`src/rtl/mem_wb_stage.sv`:
```
// MEM/WB pipeline register and write-back formatter for the MIPS32 core.
// Latency: one cycle MEM->WB; load data is formatted combinationally from the RAM word.
// Backpressure: stall[4]/stall[5] hold or bubble the stage; flush overrides every stall.
module mem_wb_stage #(
    parameter int DATA_W = 32,
    parameter int REG_AW = 5
) (
    input  logic              clk,
    input  logic              rst,
    input  logic [5:0]        stall,
    input  logic              flush,
    input  logic [REG_AW-1:0] mem_wd,
    input  logic              mem_wreg,
    input  logic [DATA_W-1:0] mem_wdata,
    input  logic              mem_load,
    input  logic [2:0]        mem_load_op,
    input  logic [1:0]        mem_addr_lo,
    input  logic              mem_whilo,
    input  logic [DATA_W-1:0] mem_hi,
    input  logic [DATA_W-1:0] mem_lo,
    input  logic [DATA_W-1:0] ram_rdata,
    output logic [REG_AW-1:0] wb_wd,
    output logic              wb_wreg,
    output logic [DATA_W-1:0] wb_wdata,
    output logic              wb_whilo,
    output logic [DATA_W-1:0] wb_hi,
    output logic [DATA_W-1:0] wb_lo,
    output logic              wb_is_load,
    output logic              wb_misalign
);

    localparam logic [2:0] OP_LB  = 3'b001;
    localparam logic [2:0] OP_LBU = 3'b010;
    localparam logic [2:0] OP_LH  = 3'b011;
    localparam logic [2:0] OP_LHU = 3'b100;

    logic [DATA_W-1:0] wdata_q;
    logic              load_q;
    logic [2:0]        op_q;
    logic [1:0]        alo_q;
    logic              held_q;
    logic [DATA_W-1:0] hold_q;

    logic stall_unused;
    assign stall_unused = ^stall[3:0];

    logic in_half, in_byte, in_mis;
    assign in_half = (mem_load_op == OP_LH) || (mem_load_op == OP_LHU);
    assign in_byte = (mem_load_op == OP_LB) || (mem_load_op == OP_LBU);
    assign in_mis  = mem_load && ((in_half && mem_addr_lo[0]) ||
                                  (!in_half && !in_byte && (mem_addr_lo != 2'b00)));

    always_ff @(posedge clk) begin
        if (!rst || flush || (stall[4] && !stall[5])) begin
            wb_wd       <= '0;
            wb_wreg     <= 1'b0;
            wdata_q     <= '0;
            load_q      <= 1'b0;
            op_q        <= '0;
            alo_q       <= '0;
            wb_whilo    <= 1'b0;
            wb_hi       <= '0;
            wb_lo       <= '0;
            wb_misalign <= 1'b0;
            held_q      <= 1'b0;
            hold_q      <= '0;
        end else if (!stall[4]) begin
            wb_wd       <= mem_wd;
            wb_wreg     <= mem_wreg && !in_mis;
            wdata_q     <= mem_wdata;
            load_q      <= mem_load;
            op_q        <= mem_load_op;
            alo_q       <= mem_addr_lo;
            wb_whilo    <= mem_whilo;
            wb_hi       <= mem_hi;
            wb_lo       <= mem_lo;
            wb_misalign <= in_mis;
            held_q      <= 1'b0;
        end else if (load_q && !held_q) begin
            // WB stalled: the RAM word is only valid for one cycle, so keep a copy
            hold_q <= ram_rdata;
            held_q <= 1'b1;
        end
    end

    logic [DATA_W-1:0] src;
    logic [7:0]        sel_b;
    logic [15:0]       sel_h;

    always_comb begin
        src = held_q ? hold_q : ram_rdata;
        case (alo_q)
            2'b00:   sel_b = src[DATA_W-1 -: 8];
            2'b01:   sel_b = src[DATA_W-9 -: 8];
            2'b10:   sel_b = src[15:8];
            default: sel_b = src[7:0];
        endcase
        sel_h = alo_q[1] ? src[15:0] : src[DATA_W-1 -: 16];

        if (!load_q) begin
            wb_wdata = wdata_q;
        end else if (wb_misalign) begin
            wb_wdata = '0;
        end else begin
            case (op_q)
                OP_LB:   wb_wdata = {{(DATA_W-8){sel_b[7]}}, sel_b};
                OP_LBU:  wb_wdata = {{(DATA_W-8){1'b0}}, sel_b};
                OP_LH:   wb_wdata = {{(DATA_W-16){sel_h[15]}}, sel_h};
                OP_LHU:  wb_wdata = {{(DATA_W-16){1'b0}}, sel_h};
                default: wb_wdata = src;
            endcase
        end
    end

    assign wb_is_load = load_q && !wb_misalign;

endmodule

```
`config.mk`:
```
export PLATFORM = sky130hd
export DESIGN_NAME = mem_wb_stage
export DESIGN_NICKNAME = d
export VERILOG_FILES = /design/src/rtl/mem_wb_stage.sv
export SDC_FILE = /design/constraint.sdc
export NUM_CORES = 1
export LEC_CHECK = 0
export CORE_MARGIN = 2
export CORE_UTILIZATION = 47
export DETAILED_ROUTE_END_ITERATION = 8
export PLACE_DENSITY_LB_ADDON = 0.1
export SKIP_CTS_REPAIR_TIMING = 1
export SKIP_LAST_GASP = 1
export SYNTH_ARGS = -nofsm -noshare
export SYNTH_HDL_FRONTEND = slang
export SYNTH_SLANG_ARGS = --single-unit
```
`constraint.sdc`:
```
create_clock -name clk -period 3.6 [get_ports clk]
set_input_delay 0.72 -clock clk [delete_from_list [all_inputs] [get_ports clk]]
set_output_delay 0.72 -clock clk [all_outputs]
set_load 0.02 [all_outputs]
```
==> summary.log, run 1 <==
INFO  floorplanning  floorplan.die_area=14700um2
INFO  grt            grt.busiest_layer=met2
INFO  power          irDropWorstVdd=0.000362V
INFO  final_layout   nNetsFinal=1072
INFO  setup_path     cp_max_fo=13
INFO  yosys          synth_area_per_cell=9.42um2
INFO  worst_hold_path min-delay-path-class=reg2reg
INFO  setup_path     worstPathArrival=2.81ns
INFO  floorplanning  floorplan.initialDensity=48.4%
INFO  detailed_routing route.antenna.remaining_nets=0
INFO  final_layout   drive_above_1_share=10.9%
INFO  clock_tree     worst_setup_hold_path_clk_slew=0.06ns
INFO  floorplanning  floorplan.die.width=121um
INFO  sta            fin_crit_sh=97.9%
INFO  grt            antenna_violations_before_repair=0
INFO  floorplanning  row_count=42
INFO  yosys          netlist-cell-type-count=36
INFO  yosys          postSynthCellCount=686
INFO  power          leakage_dissipation=4.01nW
INFO  sta            worst_slew_pin_slew=1.11ns
INFO  grt            grt_remaining_overflow=0
INFO  setup_path     path_class=in2out
INFO  final_layout   area.growth.synth_to_final=51.2%
INFO  sta            clock_skew=0.00395ns
INFO  detailed_routing route.final.wire_length=20.0mm
INFO  worst_hold_path worstHoldPathCells=2
INFO  grt            grt_use_met2=44.5%
INFO  setup_path     startpoint_type=input port
INFO  grt            grt_start_max_net_pins=144
INFO  setup_path     cp_data_required_time=2.88ns
INFO  detailed_routing firstDrtPassIters=5
INFO  final_layout   mostFrequentLayoutCells=224 x clkdlybuf4s50_1, 141 x dfxtp_1, 127 x mux2i_1, 112 x nor2_1, 92 x nand2_1
INFO  yosys          ys_seq_area_share=44.3%
INFO  power          power_density=400nW/um2
INFO  detailed_routing post-route-drc-count=0
INFO  clock_tree     clock_latency=0.42ns
INFO  yosys          post_synth_instance_area=6460um2
INFO  final_layout   fillCellCount=938
INFO  final_layout   postLayoutCellArea=9770um2
INFO  setup_path     r2r.worst_path.cells=6
INFO  sta            worst_case_hold_slack=0.459ns
INFO  yosys          postSynthNetCount=836
INFO  placement      placer_congestion_estimate=0.891
INFO  final_layout   leading_cell_type_in_the_layout_fill_and_taps_excluded=clkdlybuf4s50_1
INFO  sta            timing_hold_violations_final=0
INFO  clock_tree     cell_at_the_root_of_the_clock_tree=clkbuf_16
INFO  detailed_routing wl_per_cell=18.0um
INFO  grt            grt_first_pass_wirelength=30.9mm
INFO  detailed_routing via_count=5964
INFO  sta            max_clock_freq=284MHz
INFO  floorplanning  core_region_area=13300um2
INFO  job            maxCapViolations=0
INFO  clock_tree     clock_path_buffers=2
INFO  final_layout   multi_input_comb_area=3390um2
INFO  floorplanning  ios=255
INFO  floorplanning  chipHeight=121um
INFO  detailed_routing initialDrtViolationCount=339
INFO  clock_tree     cts_htree_levels=4
INFO  clock_tree     cts_tree=yes
INFO  sta            period_minus_slack=3.53ns
INFO  power          power.total=3.90mW
INFO  detailed_routing route.detailed.vias_per_inst=5.37
INFO  grt            gr-usage-met3=9.45%
INFO  sta            relSlewSlack=25.8%
INFO  setup_path     setup.worst_path.end_class=output pin
INFO  sta            finalMaxSlewViolations=0
INFO  placement      dpl.hpwl=14.5mm
INFO  clock_tree     cts.sinks=143
INFO  placement      placement.cell_area=9110um2
INFO  grt            vias_in_the_first_global_route=5932
INFO  sta            setup_viol=0
INFO  clock_tree     clock_buffers_created_by_tritoncts=17
INFO  placement      io_buffer_count=250
INFO  final_layout   area.sequential=2870um2
INFO  final_layout   antennaDiodeCount=0
INFO  outcome        status=complete, no violations
INFO  grt            groute.layer.met1.usage=33.2%
INFO  yosys          synth_warnings=0
INFO  yosys          synth_seq_cells=143
INFO  grt            grt_util_all_layers=27.2%
==> critical path, stage by stage <==
cell             delay [ns]
clkdlybuf4s50_1        0.53
mux2i_1                0.11
mux4_2                 0.52
nor3_4                 0.20
a311oi_4               0.08
buf_12                 0.18
buf_12                 0.13
o2bb2ai_2              0.13
clkbuf_2               0.19
==> logic make-up (layout without fill, tap and decap cells) <==
group                     after synthesis  after routing  synth area share, %
and+or+nand+nor                       233            233                 14.6
AOI/OAI and AO/OA                     101            101                 11.7
xor gates and xnor gates                3              3                0.407
buffers and inverters                  56            305                 3.64
muxes                                 150            150                 25.3
DFF                                   143            143                 44.3
==> synth_stat cells <==
master | count | share of area, %
dfxtp_1 | 143 | 44
mux2i_1 | 127 | 20
nor2_1 | 114 | 6.6
nand2_1 | 92 | 5.3
clkbuf_1 | 42 | 2.4
a21oi_1 | 34 | 2.6
o21ai_0 | 19 | 1.5
mux2_2 | 14 | 2.4
o2bb2ai_1 | 13 | 1.8
nor3_1 | 10 | 0.77
o2bb2ai_2 | 10 | 2.3
mux4_2 | 9 | 3.1
nor2b_1 | 9 | 0.87
buf_2 | 8 | 0.62
a22o_1 | 7 | 0.95
o221ai_1 | 7 | 0.95
inv_1 | 3 | 0.17
a21o_1 | 2 | 0.23
buf_6 | 2 | 0.35
nand2b_1 | 2 | 0.19
nand3b_1 | 2 | 0.23
o22ai_1 | 2 | 0.19
xnor2_1 | 2 | 0.27
a21boi_0 | 1 | 0.12
a22oi_1 | 1 | 0.12
a311oi_4 | 1 | 0.41
buf_1 | 1 | 0.058
nand3_1 | 1 | 0.077
nor3_4 | 1 | 0.25
nor3b_1 | 1 | 0.12
o221a_2 | 1 | 0.17
o22a_1 | 1 | 0.14
o31ai_1 | 1 | 0.12
o32a_1 | 1 | 0.15
or3b_2 | 1 | 0.14
xor2_1 | 1 | 0.14
==> where the power goes <==
group / internal (mW) / switching [mW] / total, mW
clock: 0.956 / 0.715 / 1.67
sequential: 1.62 / 0.0236 / 1.64
combinational: 0.324 / 0.265 / 0.590
==> path summary, 6_finish.rpt <==
path	start	end	slack (ns)
max	ram_rdata[15]	wb_wdata[28]	0.07
min	hold_q[21]	hold_q[21]	0.46
max reg2reg	load_q	hold_q[1]	1.53
min reg2reg	hold_q[21]	hold_q[21]	0.46
==> sequential cells by signal, summed over array words and instances, names as in the netlist <==
| name | cells |
|---|---|
| wb_whilo | 1 |
| wb_wreg | 1 |
| load_q | 1 |
| wb_wd | 5 |
| wb_lo | 32 |
| held_q | 1 |
| wb_hi | 32 |
| wb_misalign | 1 |
| alo_q | 2 |
| wdata_q | 32 |
| hold_q | 32 |
| op_q | 3 |
==> through the flow <==
step | util (%) | cells | TNS, ns | setup slack, ns
4_1_cts | 72.5 | 1109 | -11.38 | -0.643
3_3_place_gp | 68.3 | 1077 | -9.75 | -0.560
6_report | 73.2 | 1111 | 0 | 0.0744
5_1_grt | 73.2 | 1111 | -0.00166 | -0.00166
3_5_place_dp | 68.3 | 1077 | -11.05 | -0.624
2_1_floorplan | - | 686 | 0 | 0.768
==> final cells by class <==
class                           instances  area share (%)
Timing Repair Buffer                  270            27.9
Clock buffer                           17            4.36
Multi-Input combinational cell        487            34.7
Tap cell                              176            2.25
Inverter                                3           0.115
Sequential cell                       143            29.3
Clock inverter                         15            1.37
==> routing by layer <==
metal	wire length, um	up-vias	share of wire (%)
met1	7980	2821	40
met3	1920	38	9.6
met2	9620	252	48
met5	0	-	0
li1	-	2853	-
met4	523	0	2.6
Note: power is estimated with default switching activity, not from simulation.
==> run 2: changes to the inputs <==
- CORE_UTILIZATION: 47 -> 35
- TNS_END_PERCENT: not set -> 50
==> run 2 against run 1 <==
The run now ends with negative setup slack left; highest routed layer unchanged; clock-buffer cell count grew 1; combinational power shrank 1%; cell area grew 1.5%; total power grew 7.3%; non-clock buffer count grew 1; via count shrank 2.4%; critical path depth shrank 1; final cell count grew 4.9%; register-to-register slack gained 0.36 ns; clock skew grew 0.0018 ns; sequential power is essentially flat; utilization shrank 18 points.
==> summary.log, run 2 (same netlist as run 1, synthesis figures left out) <==
INFO  setup_path     startpoint_type=input port
INFO  clock_tree     clock_latency=0.42ns
INFO  sta            max_clock_freq=257MHz
INFO  clock_tree     cts_tree=yes
INFO  worst_hold_path min-delay-path-class=reg2reg
INFO  setup_path     timing.rr.end=hold_q[1]
INFO  sta            finalMaxSlewViolations=0
INFO  detailed_routing route.antenna.remaining_nets=0
INFO  power          leakage_dissipation=3.96nW
INFO  placement      dp_worst_setup_slack=-0.626ns
INFO  final_layout   multi_input_comb_area=3380um2
INFO  setup_path     setup.reg_to_reg.worst_slack=1.89ns
INFO  clock_tree     clock_path_buffers=2
INFO  sta            relSlewSlack=48.3%
INFO  placement      placer_congestion_estimate=0.835
INFO  setup_path     worstPathArrival=3.16ns
INFO  grt            grt_util_all_layers=20.4%
INFO  placement      io_buffer_count=250
INFO  job            maxCapViolations=0
INFO  final_layout   area.sequential=2860um2
INFO  power          irDropWorstVdd=0.000328V
INFO  grt            grt_remaining_overflow=0
INFO  floorplanning  floorplan.die.width=140um
INFO  setup_path     setup.worst_path.end_class=output pin
INFO  grt            grt_first_pass_wirelength=31.7mm
INFO  detailed_routing route.final.wire_length=20.2mm
INFO  floorplanning  row_count=49
INFO  sta            timing.final.ws_setup=-0.284ns
INFO  grt            antenna_violations_before_repair=1
INFO  sta            setup_viol=9
INFO  floorplanning  ios=255
INFO  final_layout   leading_cell_type_in_the_layout_fill_and_taps_excluded=clkdlybuf4s50_1
INFO  floorplanning  floorplan.die_area=19600um2
INFO  sta            period_minus_slack=3.88ns
INFO  placement      placement.cell_area=9190um2
INFO  clock_tree     cts_htree_levels=4
INFO  sta            fin_crit_sh=108%
INFO  grt            grt_start_max_net_pins=144
INFO  outcome        status=finished, violations left
INFO  setup_path     cp_data_required_time=2.88ns
INFO  final_layout   postLayoutCellArea=9910um2
INFO  power          power_density=423nW/um2
INFO  final_layout   area.growth.synth_to_final=53.5%
INFO  setup_path     critical_register_to_register_path_startpoint=load_q
INFO  detailed_routing initialDrtViolationCount=360
INFO  sta            timing_hold_violations_final=0
INFO  setup_path     path_class=in2out
INFO  outcome        violated_checks=negative setup slack
INFO  grt            vias_in_the_first_global_route=5908
INFO  final_layout   drive_above_1_share=10.3%
INFO  sta            rsz_0062_raised_after_global_routing=yes
INFO  detailed_routing wl_per_cell=17.3um
INFO  detailed_routing via_count=5820
INFO  detailed_routing route.detailed.vias_per_inst=5.00
INFO  clock_tree     cts.sinks=143
INFO  sta            clock_skew=0.00580ns
INFO  floorplanning  core_region_area=18000um2
INFO  floorplanning  chipHeight=140um
INFO  setup_path     launch_point_of_the_critical_path=ram_rdata[7]
INFO  placement      dpl.hpwl=14.7mm
INFO  setup_path     cp_max_fo=8
INFO  sta            worst_slew_pin_slew=0.770ns
INFO  detailed_routing firstDrtPassIters=4
INFO  detailed_routing post-route-drc-count=0
INFO  final_layout   nNetsFinal=1073
INFO  setup_path     r2r.worst_path.cells=6
INFO  final_layout   final-instance-count-excl-fill=1165
INFO  final_layout   mostFrequentLayoutCells=232 x clkdlybuf4s50_1, 142 x dfxtp_1, 127 x mux2i_1, 113 x nor2_1, 92 x nand2_1
INFO  floorplanning  floorplan.initialDensity=35.8%
INFO  final_layout   antennaDiodeCount=0
INFO  clock_tree     cell_at_the_root_of_the_clock_tree=clkbuf_16
INFO  clock_tree     worst_setup_hold_path_clk_slew=0.06ns
INFO  final_layout   fillCellCount=1604
INFO  clock_tree     clock_buffers_created_by_tritoncts=17
INFO  setup_path     critPathCapture=wb_wdata[11]
INFO  placement      place.detailed.instances=1132
-- run 2: cell types whose count changed in the layout (fill, tap and decap cells not counted), moves of 2 or more --
cell | before | now
clkdlybuf4s50_1 | 224 | 232
dlymetal6s2s_1 | 20 | 15
bufinv_16 | 1 | 5
clkinv_2 | 4 | 0
buf_4 | 17 | 20
clkbuf_2 | 4 | 1
inv_6 | 5 | 3
-- run 2: worst min-delay path by stage --
stage	cells past startpoint	startpoint	slack [ns]	endpoint
after floorplan	2	hold_q[0]	0.44	hold_q[0]
after global placement	2	hold_q[4]	0.44	hold_q[4]
after detailed placement	2	hold_q[22]	0.45	hold_q[22]
after CTS	2	hold_q[22]	0.46	hold_q[22]
after global routing	2	hold_q[18]	0.47	hold_q[18]
final	2	hold_q[22]	0.45	hold_q[22]
-- run 2: cell type report --
cell class              count  share of cell area (%)
multi-input cells         487                    34.1
clock buffers              18                    4.33
repair buffers            271                    27.4
flip-flops and latches    143                    28.9
inverters                   3                   0.114
clock inverters            14                    2.31
well taps                 229                    2.89
-- run 2: critical path, cell delays in order --
cell             delay [ns]
clkdlybuf4s50_1        0.51
mux2i_1                0.11
mux4_2                 0.54
nor3_4                 0.20
buf_4                  0.20
nor3_1                 0.06
o2bb2ai_1              0.18
clkdlybuf4s50_1        0.64
-- run 2: power breakdown --
| group | leakage (nW) | switching (mW) | internal, mW |
|---|---|---|---|
| sequential | 1.16 | 0.0219 | 1.62 |
| clock | 0.314 | 0.723 | 1.24 |
| combinational | 2.49 | 0.261 | 0.322 |
| total | 3.96 | 1.01 | 3.18 |
-- run 2: metal layers --
layer	GRT usage (%)	share of wire [%]	up-vias
met1	25.5	43	2732
met5	0	0	-
met2	33.9	48	211
met4	6.26	1.3	0
li1	-	-	2859
met3	6.16	8.3	18
-- run 2: per-stage QoR --
stage / utilization [%] / hold slack, ns / setup TNS, ns / power (mW)
CTS: 54.7 / 0.455 / -10.31 / 4.23
finish: 55.0 / 0.454 / -1.72 / 4.19
floorplan: - / 0.436 / 0 / 1.95
detailed placement: 51.0 / 0.447 / -10.54 / 2.26
global placement: 51.0 / 0.441 / -9.72 / 2.25
global route: 55.0 / 0.470 / -2.78 / 4.34
==> run 3: changes to the inputs <==
- SKIP_CTS_REPAIR_TIMING: 1 -> not set
==> run 3 against run 2 <==
The run now ends clean; flip-flop and latch count stayed put; via count grew 0.50%; wire length up 0.29%; sequential share of layout area grew 0.051 points; combinational power fell by 0.7%; final cell count is the same; non-clock buffer count unchanged; critical path depth is the same; cell area down 0.18%; first-iteration DRC count down 7.5%; critical endpoint unchanged.
==> summary.log, run 3 (same netlist as run 1, synthesis figures left out) <==
INFO  setup_path     path_class=in2out
INFO  sta            relSlewSlack=39.5%
INFO  job            maxCapViolations=0
INFO  placement      dpl.hpwl=14.7mm
INFO  detailed_routing route.final.wire_length=20.2mm
INFO  sta            max_clock_freq=279MHz
INFO  floorplanning  chipHeight=140um
INFO  detailed_routing route.antenna.remaining_nets=0
INFO  power          power.total=4.18mW
INFO  floorplanning  core_region_area=18000um2
INFO  grt            vias_in_the_first_global_route=5909
INFO  sta            worst_slew_pin_slew=0.901ns
INFO  final_layout   nNetsFinal=1073
INFO  clock_tree     cts_htree_levels=4
INFO  clock_tree     clock_path_buffers=2
INFO  clock_tree     clock_latency=0.42ns
INFO  power          power_density=423nW/um2
INFO  clock_tree     cts_tree=yes
INFO  clock_tree     clock_buffers_created_by_tritoncts=17
INFO  placement      placement.cell_area=9190um2
INFO  detailed_routing via_count=5849
INFO  sta            period_minus_slack=3.59ns
INFO  final_layout   drive_above_1_share=10.5%
INFO  grt            grt_first_pass_wirelength=31.6mm
INFO  sta            worst_case_hold_slack=0.453ns
INFO  clock_tree     cell_at_the_root_of_the_clock_tree=clkbuf_16
INFO  floorplanning  floorplan.die.width=140um
INFO  outcome        status=complete, no violations
INFO  worst_hold_path min-delay-path-class=reg2reg
INFO  sta            timing_hold_violations_final=0
INFO  sta            fin_crit_sh=99.7%
INFO  setup_path     cp_data_required_time=2.88ns
INFO  final_layout   antennaDiodeCount=0
INFO  setup_path     cp_max_fo=8
INFO  placement      placer_congestion_estimate=0.835
INFO  floorplanning  ios=255
INFO  final_layout   postLayoutCellArea=9890um2
INFO  floorplanning  row_count=49
INFO  final_layout   layout.core_utilization=54.9%
INFO  clock_tree     cts.sinks=143
INFO  power          leakage_dissipation=3.93nW
INFO  grt            grt_remaining_overflow=0
INFO  sta            finalMaxSlewViolations=0
INFO  detailed_routing post-route-drc-count=0
INFO  grt            antenna_violations_before_repair=1
INFO  setup_path     startpoint_type=input port
INFO  setup_path     setup.worst_path.end_class=output pin
INFO  floorplanning  floorplan.initialDensity=35.8%
INFO  final_layout   leading_cell_type_in_the_layout_fill_and_taps_excluded=clkdlybuf4s50_1
INFO  setup_path     worstPathArrival=2.87ns
INFO  final_layout   mostFrequentLayoutCells=224 x clkdlybuf4s50_1, 142 x dfxtp_1, 127 x mux2i_1, 112 x nor2_1, 92 x nand2_1
INFO  detailed_routing firstDrtPassIters=5
INFO  grt            grt_start_max_net_pins=144
INFO  detailed_routing route.detailed.vias_per_inst=5.02
INFO  floorplanning  floorplan.die_area=19600um2
INFO  placement      io_buffer_count=250
INFO  power          irDropWorstVdd=0.000327V
INFO  final_layout   area.growth.synth_to_final=53.2%
INFO  detailed_routing initialDrtViolationCount=333
INFO  detailed_routing wl_per_cell=17.3um
INFO  grt            grt_util_all_layers=20.4%
INFO  sta            setup_viol=0
INFO  clock_tree     worst_setup_hold_path_clk_slew=0.06ns
INFO  sta            rsz_0062_raised_after_global_routing=yes
INFO  clock_tree     cts_hold_repair.buffers=0
INFO  sta            clock_skew=0.00511ns
run 3: critical path, cell delays in order:
cell	delay, ns
clkdlybuf4s50_1	0.51
mux2i_1	0.12
mux4_2	0.52
nor3_4	0.20
buf_4	0.20
nor3_1	0.06
o2bb2ai_1	0.17
dlygate4sd2_1	0.36
run 3: final cells by class:
cell class / count / area (um2)
flip-flops and latches: 143 / 2860
inverters: 3 / 11.3
well taps: 229 / 287
clock inverters: 14 / 229
clock buffers: 18 / 429
repair buffers: 271 / 2690
fillers: 1604 / 8130
multi-input cells: 487 / 3380
run 3: routing by layer:
metal  up-vias  share of wire [%]  GRT usage [%]
met1      2792                 43           25.5
met4         0                1.1           6.26
li1       2852                  -              -
met3        17                7.3           6.16
met5         -                  0              0
met2       188                 48           33.8
run 3: power by group:
part           internal (mW)  switching (mW)
clock                   1.24           0.720
combinational          0.318           0.261
sequential              1.62          0.0223
run 3: final timing paths:
| path | to | depth (start not counted) | startpoint | slack [ns] |
|---|---|---|---|---|
| min reg2reg | hold_q[22] | 2 | hold_q[22] | 0.45 |
| max reg2reg | hold_q[1] | 6 | load_q | 1.88 |
| min | hold_q[22] | 2 | hold_q[22] | 0.45 |
| max | wb_wdata[11] | 8 | ram_rdata[15] | 0.01 |
run 3: per-stage QoR:
| step | setup WS, ns | TNS, ns | std cells |
|---|---|---|---|
| final | 0.0121 | 0 | 1165 |
| after global routing | -0.0621 | -0.487 | 1165 |
| after CTS | -0.249 | -2.01 | 1165 |
| after detailed placement | -0.626 | -10.54 | 1132 |
| after global placement | -0.548 | -9.72 | 1132 |
| after floorplan | 0.768 | 0 | 686 |
run 3: timing repair:
action | CTS | global route
buffers inserted | 1 | 0
setup endpoints to repair | 26 | 31
endpoints found under the hold margin | 0 | 0
resized for setup | 14 | 17
pin swaps | 1 | 0
